`src/rtl/st_packet_arbiter.sv`:
```
// Two-input packet-aware round-robin arbiter: merges two valid/ready packet
// streams into one registered output, never interleaving beats of different packets.
module st_packet_arbiter #(
  parameter int DWIDTH = 512,
  parameter int EWIDTH = 6,
  parameter int CWIDTH = 32
) (
  input  logic              clk,
  input  logic              reset_n,
  input  logic              in0_valid,
  output logic              in0_ready,
  input  logic [DWIDTH-1:0] in0_data,
  input  logic              in0_sop,
  input  logic              in0_eop,
  input  logic [EWIDTH-1:0] in0_empty,
  input  logic              in1_valid,
  output logic              in1_ready,
  input  logic [DWIDTH-1:0] in1_data,
  input  logic              in1_sop,
  input  logic              in1_eop,
  input  logic [EWIDTH-1:0] in1_empty,
  output logic              out_valid,
  input  logic              out_ready,
  output logic [DWIDTH-1:0] out_data,
  output logic              out_sop,
  output logic              out_eop,
  output logic [EWIDTH-1:0] out_empty,
  output logic              out_channel,
  output logic [CWIDTH-1:0] pkt_cnt0,
  output logic [CWIDTH-1:0] pkt_cnt1
);

  typedef enum logic [1:0] {
    IDLE  = 2'd0,
    LOCK0 = 2'd1,
    LOCK1 = 2'd2
  } state_t;

  state_t            r_state;
  logic              r_last_grant;
  logic              r_vld_p0;
  logic [DWIDTH-1:0] r_data_p0;
  logic              r_sop_p0;
  logic              r_eop_p0;
  logic [EWIDTH-1:0] r_empty_p0;
  logic              r_chan_p0;
  logic [CWIDTH-1:0] r_cnt0;
  logic [CWIDTH-1:0] r_cnt1;

  logic              w_adv;
  logic              w_gnt0;
  logic              w_gnt1;
  logic              w_acc0;
  logic              w_acc1;
  logic              w_load;
  logic              w_sel;
  logic [DWIDTH-1:0] w_data;
  logic              w_sop;
  logic              w_eop;
  logic [EWIDTH-1:0] w_empty;

  assign w_adv = ~r_vld_p0 | out_ready;

  // In IDLE a tie goes to the channel that did not finish the previous packet.
  always_comb begin
    w_gnt0 = 1'b0;
    w_gnt1 = 1'b0;
    case (r_state)
      IDLE: begin
        if (in0_valid && (!in1_valid || r_last_grant)) begin
          w_gnt0 = 1'b1;
        end else if (in1_valid) begin
          w_gnt1 = 1'b1;
        end
      end
      LOCK0:   w_gnt0 = 1'b1;
      LOCK1:   w_gnt1 = 1'b1;
      default: ;
    endcase
  end

  assign in0_ready = w_gnt0 & w_adv;
  assign in1_ready = w_gnt1 & w_adv;
  assign w_acc0    = in0_valid & in0_ready;
  assign w_acc1    = in1_valid & in1_ready;
  assign w_load    = w_acc0 | w_acc1;
  assign w_sel     = w_acc1;

  assign w_data  = w_sel ? in1_data  : in0_data;
  assign w_sop   = w_sel ? in1_sop   : in0_sop;
  assign w_eop   = w_sel ? in1_eop   : in0_eop;
  assign w_empty = w_sel ? in1_empty : in0_empty;

  // Stage p0: output register, grant FSM and per-channel EOP counters.
  always_ff @(posedge clk) begin
    if (!reset_n) begin
      r_state      <= IDLE;
      r_last_grant <= 1'b1;
      r_vld_p0     <= 1'b0;
      r_data_p0    <= '0;
      r_sop_p0     <= 1'b0;
      r_eop_p0     <= 1'b0;
      r_empty_p0   <= '0;
      r_chan_p0    <= 1'b0;
      r_cnt0       <= '0;
      r_cnt1       <= '0;
    end else begin
      if (w_load) begin
        r_vld_p0   <= 1'b1;
        r_data_p0  <= w_data;
        r_sop_p0   <= w_sop;
        r_eop_p0   <= w_eop;
        r_empty_p0 <= w_empty;
        r_chan_p0  <= w_sel;
        if (w_eop) begin
          r_state      <= IDLE;
          r_last_grant <= w_sel;
          if (w_sel) begin
            r_cnt1 <= r_cnt1 + CWIDTH'(1);
          end else begin
            r_cnt0 <= r_cnt0 + CWIDTH'(1);
          end
        end else begin
          r_state <= w_sel ? LOCK1 : LOCK0;
        end
      end else if (out_ready) begin
        r_vld_p0 <= 1'b0;
      end
    end
  end

  assign out_valid   = r_vld_p0;
  assign out_data    = r_data_p0;
  assign out_sop     = r_sop_p0;
  assign out_eop     = r_eop_p0;
  assign out_empty   = r_empty_p0;
  assign out_channel = r_chan_p0;
  assign pkt_cnt0    = r_cnt0;
  assign pkt_cnt1    = r_cnt1;

endmodule

```
`config.mk`:
```
export PLATFORM = sky130hd
export DESIGN_NAME = st_packet_arbiter
export DESIGN_NICKNAME = d
export VERILOG_FILES = /design/src/rtl/st_packet_arbiter.sv
export SDC_FILE = /design/constraint.sdc
export NUM_CORES = 1
export LEC_CHECK = 0
export BUFFER_PORTS_ARGS = -buffer_cell sky130_fd_sc_hd__buf_2
export CORE_AREA = 2 2 644 646
export DETAILED_ROUTE_END_ITERATION = 10
export DIE_AREA = 0 0 646 648
export MAX_ROUTING_LAYER = met4
export SLEW_MARGIN = 20
export SYNTH_ARGS = -nofsm -noshare
export SYNTH_HDL_FRONTEND = slang
export SYNTH_SLANG_ARGS = --single-unit
```
`constraint.sdc`:
```
create_clock -name clk -period 3.9 [get_ports clk]
set_input_delay 0.195 -clock clk [delete_from_list [all_inputs] [get_ports clk]]
set_output_delay 0.195 -clock clk [all_outputs]
set_load 0.1 [all_outputs]
```
# --- Yosys cells after proc, flatten, opt, wreduce, memory -nomap -nowiden ---
# Cells that the tools add are included.
classes:
  bitwise: 8
  n_reduce_logical: 8
  mul: 0
  magnitude_cmp: 0
  n_eq_ne: 2
  addsub: 2
  shifts: 0
  muxes: 13
  div: 0
op_table:
  columns: ["cell", "n"]
  rows:
  - ["$mux 512", 1]
  - ["$add 32x1->32 const B", 2]
  - ["$mux 1", 7]
  - ["$mux 6", 1]
  - ["$reduce_and 3->1", 2]
  - ["$and 1x1->1", 4]
  - ["$mux 2", 2]
  - ["$pmux 1 s2", 2]
  - ["$eq 2x1->1 const B", 1]
  - ["$eq 2x2->1 const B", 1]
  - ["$logic_not 2->1", 1]
  - ["$not 1->1", 2]
  - ["$or 1x1->1", 2]
  - ["$reduce_and 2->1", 1]
  - ["$reduce_bool 2->1", 1]
  - ["$logic_and 1x1->1", 1]
  - ["$logic_not 1->1", 1]
  - ["$logic_or 1x1->1", 1]
totals:
  input_bits: 1045
  reg_bits: 589
  ram_bits: 0
  mem_bits_ro: 0
  memories: 0
  latch_bits: 0

# --- Logic depth before layout (Yosys ltp) ---
# Gate-level depths: netlist (run 1).
depth:
  word_depth: 9
  depth_mapped: 9
  ltp_nobuf: 6

# --- Least setup slack after synthesis (run 1) ---
# Ideal clock, no wire load.
synth_timing:
  path_type: "flip-flop to output port"
  startpoint: "reg r_vld_p0, in the netlist out_valid"
  endpoint: "out in0_ready"
  path_buffers: 1
  t_required_ns: 3.705
  setup_slack_ns: 0.525
  arrival_time_ns: 3.180
  stages_incl_launch_ff: 4
  path_cell_list: "dfxtp_1 > nor2b_1 > clkbuf_1 > nor3_1"
synth_via:
  elab_chain_cells: 3
synth_rtl:
  columns: ["element", "line_no", "source"]
  rows:
  - ["start, declared", "41", "logic r_vld_p0;"]
  - ["start signal, assigned", "99", "r_vld_p0 <= 1'b0;"]
  - ["start signal, assigned", "109", "r_vld_p0 <= 1'b1;"]
  - ["start signal, assigned", "127", "r_vld_p0 <= 1'b0;"]
  - ["$not 1->1", "62", "assign w_adv = ~r_vld_p0 | out_ready;"]
  - ["$or 1x1->1", "62", null]
  - ["$and 1x1->1", "82", "assign in0_ready = w_gnt0 & w_adv;"]
  - ["end, declared", "11", "output logic in0_ready,"]
# Every way passes these cells.

# --- Final worst setup path (run 1) ---
layout_timing:
  startpoint: "reg r_state[0]"
  endpoint: "reg r_data_p0[115], in the netlist out_data[115]"
layout_via:
  elab_chain_cells: 5
  elab_cells_between_ends: 11
layout_rtl:
  columns: ["element", "line_no", "source"]
  rows:
  - ["start, declared", "39", "state_t r_state;"]
  - ["start signal, assigned", "124", "r_state <= w_sel ? LOCK1 : LOCK0;"]
  - ["$eq 2x2->1, or another cell as far along", "68", "case (r_state)"]
  - ["$pmux 1 s2", "68", null]
  - ["$and 1x1->1, on equally long branches", "83, 82", null]
  - ["$and 1x1->1, on equally long branches", "85, 84", null]
  - ["$mux 512 / $or 1x1->1 (equally long branches)", "89, 86", null]
  - ["end signal, assigned", "110", "r_data_p0 <= w_data;"]
  - ["end, declared", "42", "logic [DWIDTH-1:0] r_data_p0;"]
# Several ways; a longest one is shown, not always the timed one.
# A chain may end at the register's enable or synchronous reset.

==> results of run 1 <==
## kinds of logic after synthesis
family / count (synthesis) / synth area share, %
xor gates and xnor gates: 41 / 1.42
muxes: 6 / 0.238
and+or+nand+nor: 1772 / 27.7
DFF: 589 / 46.7
buffers and inverters: 314 / 4.76
adders and majority gates: 2 / 0.0991
AOI/OAI and AO/OA: 560 / 19.0
## cells in the final DEF, fill, tap and decap left out, types with 6 or more instances in the layout
cell type,n
and4_1,6
and2_1,7
inv_6,7
and3_1,8
xor2_1,13
clkbuf_1,18
a311oi_1,519
mux2i_1,6
diode_2,241
xnor2_1,28
clkinv_2,8
dfxtp_1,589
nand3_1,17
buf_4,80
inv_1,8
buf_12,24
nor3_1,16
nand2_1,1077
nor4_1,16
nand4_1,23
nand2b_1,10
buf_2,1632
a21oi_1,16
nor2_1,562
clkbuf_16,87
o21ai_0,7
dlygate4sd3_1,1044
clkbuf_8,15
clkinvlp_4,10
## sequential cells by signal, indices dropped and copies added (netlist names)
register	flops
r_state	2
pkt_cnt1	32
out_valid	1
out_channel	1
out_data	512
pkt_cnt0	32
out_eop	1
r_last_grant	1
out_sop	1
out_empty	6
## where the power goes
part	leakage, nW	total [mW]	internal [mW]	switching [mW]
sequential	4.87	7.18	6.74	0.440
clock	1.35	8.32	4.73	3.60
combinational	16.6	12.6	2.79	9.79
## worst reg2reg max path: stages (launching register included)
cell and delay [ns]:
dfxtp_1 0.35, nor3b_1 0.79, or3_4 0.38, buf_12 0.21, buf_12 0.52, nand2_1 0.16
a311oi_1 0.34, dlygate4sd3_1 0.61
## stage by stage
step	area [µm²]	total power, mW	utilization, %
3_5_place_dp	40200	18.5	9.76
4_1_cts	53500	28.5	13.0
5_1_grt	54000	29.1	13.1
3_3_place_gp	40200	18.4	9.76
6_report	54100	28.1	13.1
2_1_floorplan	25300	14.1	-
## per-layer routing
layer / share of wire (%) / GRT usage (%) / wire, µm / vias to the layer above
met1: 34 / 17.2 / 129000 / 18300
met3: 18 / 13.3 / 67500 / 764
met4: 5.4 / 8.24 / 20400 / 0
li1: - / - / - / 16900
met5: 0 / - / 0 / -
met2: 43 / 26.4 / 163000 / 2620
## cell type report
class / instances / share of cell area, %
Tap cell: 5474 / 12.7
Multi-Input combinational cell: 2381 / 22.7
Clock inverter: 34 / 0.669
Clock buffer: 120 / 4.53
Inverter: 9 / 0.0763
Antenna cell: 241 / 1.12
Sequential cell: 589 / 21.8
Timing Repair Buffer: 2780 / 36.4
## what timing repair did
| action | CTS | global route |
|---|---|---|
| hold buffers | 1044 | 0 |
| hold endpoints to repair | 554 | 0 |
| buffers inserted | 0 | 0 |
| setup endpoints to repair | 0 | 0 |
| resized for setup | 0 | 0 |
## worst paths after layout
check               startpoint             to  slack, ns  depth (start not counted)
setup / recovery    r_state[0]  out_data[115]       0.49                          7
hold / removal    in0_empty[0]   out_empty[0]     -0.008                          3
hold reg to reg    out_channel    out_channel       0.45                          2
setup reg to reg    r_state[0]  out_data[115]       0.49                          7
==> impl_metrics.csv, run 1 <==
group,metric,value,unit
synth,yosysUniqueCellTypes,48,
placement,post-place-ws,0.967,ns
synth,synth_edf_count,0,
finish,multi_input_area,12300,µm²
finish,fillers,47500,
synth,synth.most_common_cell,"nand2_1",
sta,relSlewSlack,22.7,%
die,die-area,419000,µm²
clocking,cts_num_sinks,589,
die,die_h,648,µm
power_and_ir_drop,p_leak,22.8,nW
drt,dr.pass1.iters,6,
critical_path,end_kind,"register",
placement,port_buffers,1632,
global_route,grt_pass1_wl,451,mm
sta,finalCriticalPeriod,3.41,ns
clocking,cts-root-buf,"clkbuf_16",
drt,drc,0,
drt,drt_iter0_markers,3588,
critical_path,required,4.65,ns
drt,detail-route-antenna-nets,0,
synth,synth.avg_cell_area,7.69,µm²
critical_path,crit_slowest_cell,"nor3b_1",
clocking,htreeDepth,3,
finish,nets,6894,
sta,finalSetupViolations,0,
global_route,track_usage,17.8,%
critical_path,crit_type,"reg -> reg",
synth,ys_warn_count,0,
sta,period_share,87.4,%
finish,layoutNonFillerInstCount,11600,
die,row_count,236,
synth,syn-cell-area,25300,µm²
finish,drive_gt1_share,31.9,%
sta,timing.hold.ws,-0.00772,ns
synth,yosys.area.top_type,"dfxtp_1",
die,initial_core_util,6.13,%
synth,synth_top_area_share,46.7,%
clocking,clock_latency,0.81,ns
critical_path,critPathBufInv,3,
clocking,clock_path_buffers,4,
clocking,cts_buffers,86,
critical_path,max_stage_delay,0.79,ns
critical_path,worst_setup_path_start_kind,"register",
power_and_ir_drop,powerDensity,520,nW/µm²
synth,syn-num-nets,4331,
drt,wire_per_inst,32.7,µm
job,drv_cap,0,
sta,setup_ws,0.490,ns
sta,drv_slew,0,
min_path,hp-class,"in -> reg",
sta,setup_tns,0,ns
global_route,antenna_found_initial,357,
placement,gp_congestion,1.09,
global_route,grt_max_degree,106,
drt,routed_wl,380,mm
critical_path,critical-path-top-delay-family,"simple AND/OR/NAND/NOR gates",
die,io_pins,1633,
synth,synth_area_leaders,"dfxtp_1 47%, a311oi_1 18%, nand2_1 16%",
synth,synthCells,3284,
critical_path,crit_arrival,4.16,ns
sta,tightest_slew,1.14,ns
run_status,status,"finished with violations",
sta,max_freq,0.293,GHz
finish,seqCellArea,11800,µm²
critical_path,crit_top_cell,"buf_12",
sta,rsz0062_at_grt,"no",
critical_path,cp_max_fo,60,
global_route,grt_pass1_vias,35900,
die,core,412000,µm²
sta,hold_viol_final,1,
global_route,grt.overflow.total,0,
synth,synthTopCellsByCount,"1077 x nand2_1, 589 x dfxtp_1, 562 x nor2_1",
finish,area_delta_synth_final,114,%
synth,ys_seq_elements,589,
die,die_w,646,µm
synth,synth_ff_type,"dfxtp_1",
clocking,path_clk_slew,0.06,ns
power_and_ir_drop,max-vdd-ir-drop,0.313,mV
placement,hpwl,333,mm
clocking,cts_tree,"done",
synth,ys_seq_area_share,46.7,%
run_status,violations,"negative hold slack",
synth,async_flop_share,0,%
sta,finClkSkew,0.0452,ns
drt,num_vias,38600,
drt,vias_per_cell,3.32,
critical_path,path_cells,"nor3b_1 > or3_4 > buf_12 > buf_12 > nand2_1 > a311oi_1 > dlygate4sd3_1",
placement,placedCellCount,10200,
No activity file was read; power rests on OpenSTA's default activity.
==> run 2, diff against run 1 <==
==> constraint.sdc (replaced) <==
create_clock -name clk -period 3.9 [get_ports clk]
set_input_delay 0.585 -clock clk [delete_from_list [all_inputs] [get_ports clk]]
set_output_delay 0.585 -clock clk [all_outputs]
set_load 0.1 [all_outputs]
==> run 2 against run 1 <==
  * Core utilization fell by 1.6 points
  * Setup slack improved by 0.026 ns
  * Combinational power decreased by 9.5%
  * Final area fell by 12%
  * The flow now finishes without violations
==> impl_metrics.csv, run 2 (same netlist as run 1, synthesis figures left out) <==
group,metric,value,unit
run_status,status,"completed",
critical_path,crit_slowest_cell,"buf_4",
critical_path,ff2ff_path_depth,8,
sta,tightest_slew,0.968,ns
sta,timing.hold.ws,0.0718,ns
critical_path,r2r-end,"out_data[401]",
sta,drv_slew,0,
min_path,hp-class,"in -> reg",
placement,hpwl,330,mm
critical_path,critPathBufInv,3,
die,die-area,419000,µm²
finish,area_delta_synth_final,87.4,%
finish,drive_gt1_share,35.6,%
sta,max_freq,0.295,GHz
clocking,htreeDepth,3,
finish,largest_reg_flops,512,
finish,fillers,48000,
placement,port_buffers,1632,
clocking,cts_buffers,86,
sta,finalSetupViolations,0,
global_route,track_usage,17.3,%
finish,final_cell_mix,"1632 x buf_2, 1077 x nand2_1, 589 x dfxtp_1",
critical_path,cp_max_fo,85,
clocking,cts_tree,"done",
die,die_h,648,µm
sta,finalCriticalPeriod,3.38,ns
global_route,grt.overflow.total,0,
clocking,clock_latency,0.82,ns
critical_path,crit_type,"reg -> reg",
power_and_ir_drop,powerDensity,559,nW/µm²
critical_path,required,4.68,ns
critical_path,worst_setup_path_start_kind,"register",
clocking,path_clk_slew,0.06,ns
min_path,whs_path_depth,3,
drt,routed_wl,369,mm
sta,setup_tns,0,ns
critical_path,crit_top_cell,"buf_4",
drt,detail-route-antenna-nets,0,
critical_path,path_cells,"nor2b_1 > nand2_1 > nand3_4 > buf_4 > buf_4 > nor2_1 > a311oi_1 > dlygate4sd3_1",
die,die_w,646,µm
clocking,cts_num_sinks,589,
die,row_count,236,
die,io_pins,1633,
critical_path,critical-path-top-delay-family,"buffers and inverters",
clocking,cts_setup_buffers,0,
power_and_ir_drop,max-vdd-ir-drop,0.289,mV
clocking,clock_path_buffers,4,
sta,period_share,86.8,%
die,core,412000,µm²
critical_path,r2r-start,"r_state[1]",
sta,relSlewSlack,35.9,%
drt,drt_iter0_markers,3595,
critical_path,crit_arrival,4.16,ns
global_route,grt_pass1_vias,32100,
job,drv_cap,0,
drt,drc,0,
min_path,min_from,"in0_data[486]",
global_route,antenna_found_initial,381,
critical_path,end_kind,"register",
sta,hold_viol_final,0,
power_and_ir_drop,p_leak,19.3,nW
sta,rsz0062_at_grt,"no",
finish,final_common_cell,"buf_2",
placement,gp_congestion,1.12,
critical_path,max_stage_delay,0.79,ns
drt,dr.pass1.iters,6,
critical_path,cp-startpoint,"r_state[1]",
clocking,cts-root-buf,"clkbuf_16",
drt,wire_per_inst,33.6,µm
finish,final_core_utilization,11.5,%
drt,vias_per_cell,3.30,
finish,nets,6227,
min_path,whs_endpoint,"out_data[486]",
global_route,grt_pass1_wl,433,mm
sta,finClkSkew,0.0694,ns
critical_path,reg2reg_slack,0.52,ns
global_route,grt_max_degree,144,
die,initial_core_util,6.13,%
drt,num_vias,36300,
[run 2: cell types whose count changed in the layout (fill, tap and decap cells not counted), sizes merged, moves of 3 or more]
cell / before / now
diode: 241 / 272
dlygate4sd3: 1044 / 395
inv: 16 / 19
clkinv: 12 / 20
buf: 1736 / 1718
bufinv: 5 / 2
clkbuf: 120 / 110
[run 2: area by class of cell]
type	instances	area, µm²	area share, %
Antenna cell	272	681	1.44
Clock buffer	110	2300	4.86
Clock inverter	40	357	0.754
Inverter	9	41.3	0.0873
Multi-Input combinational cell	2381	12300	26.0
Sequential cell	589	11800	24.9
Tap cell	5474	6850	14.5
Timing Repair Buffer	2113	13000	27.5
[run 2: per-layer routing]
| layer | track usage [%] | up-vias | share of wire, % |
|---|---|---|---|
| met5 | - | - | 0 |
| met1 | 16.6 | 17200 | 34 |
| li1 | - | 15600 | - |
| met2 | 25.4 | 2638 | 42 |
| met4 | 7.39 | 0 | 5.8 |
| met3 | 13.5 | 782 | 19 |
[run 2: timing repair]
item                       CTS  global route
hold endpoints to repair   283             0
hold buffers               395             0
setup endpoints to repair    0             0
resized for setup            0             0
[run 2: worst max path at each step]
stage / endpoint / slack (ns) / cells after the start
finish: out_data[401] / 0.52 / 8
global route: out_data[401] / 0.34 / 8
CTS: in1_ready / 0.61 / 5
detailed placement: out_data[397] / 0.66 / 8
global placement: out_data[387] / 0.62 / 8
floorplan: in0_ready / 0.14 / 3
[run 2: tightest hold or removal path, stage by stage]
cell and delay (ns):
buf_2 0.10, nand2_1 0.04, a311oi_1 0.07
[run 2: metrics by stage]
step	setup slack [ns]	cell area (µm²)	power [mW]	cells
CTS	0.610	46600	26.9	10700
global placement	0.625	40000	18.4	10200
global route	0.337	47200	27.4	10900
detailed placement	0.655	40000	18.4	10200
finish	0.515	47300	26.4	11000
floorplan	0.135	25300	14.1	3284
[run 2: where the power goes]
group          switching (mW)  internal (mW)
Clock                    3.48           4.34
Combinational            9.48           1.95
Sequential              0.439           6.74
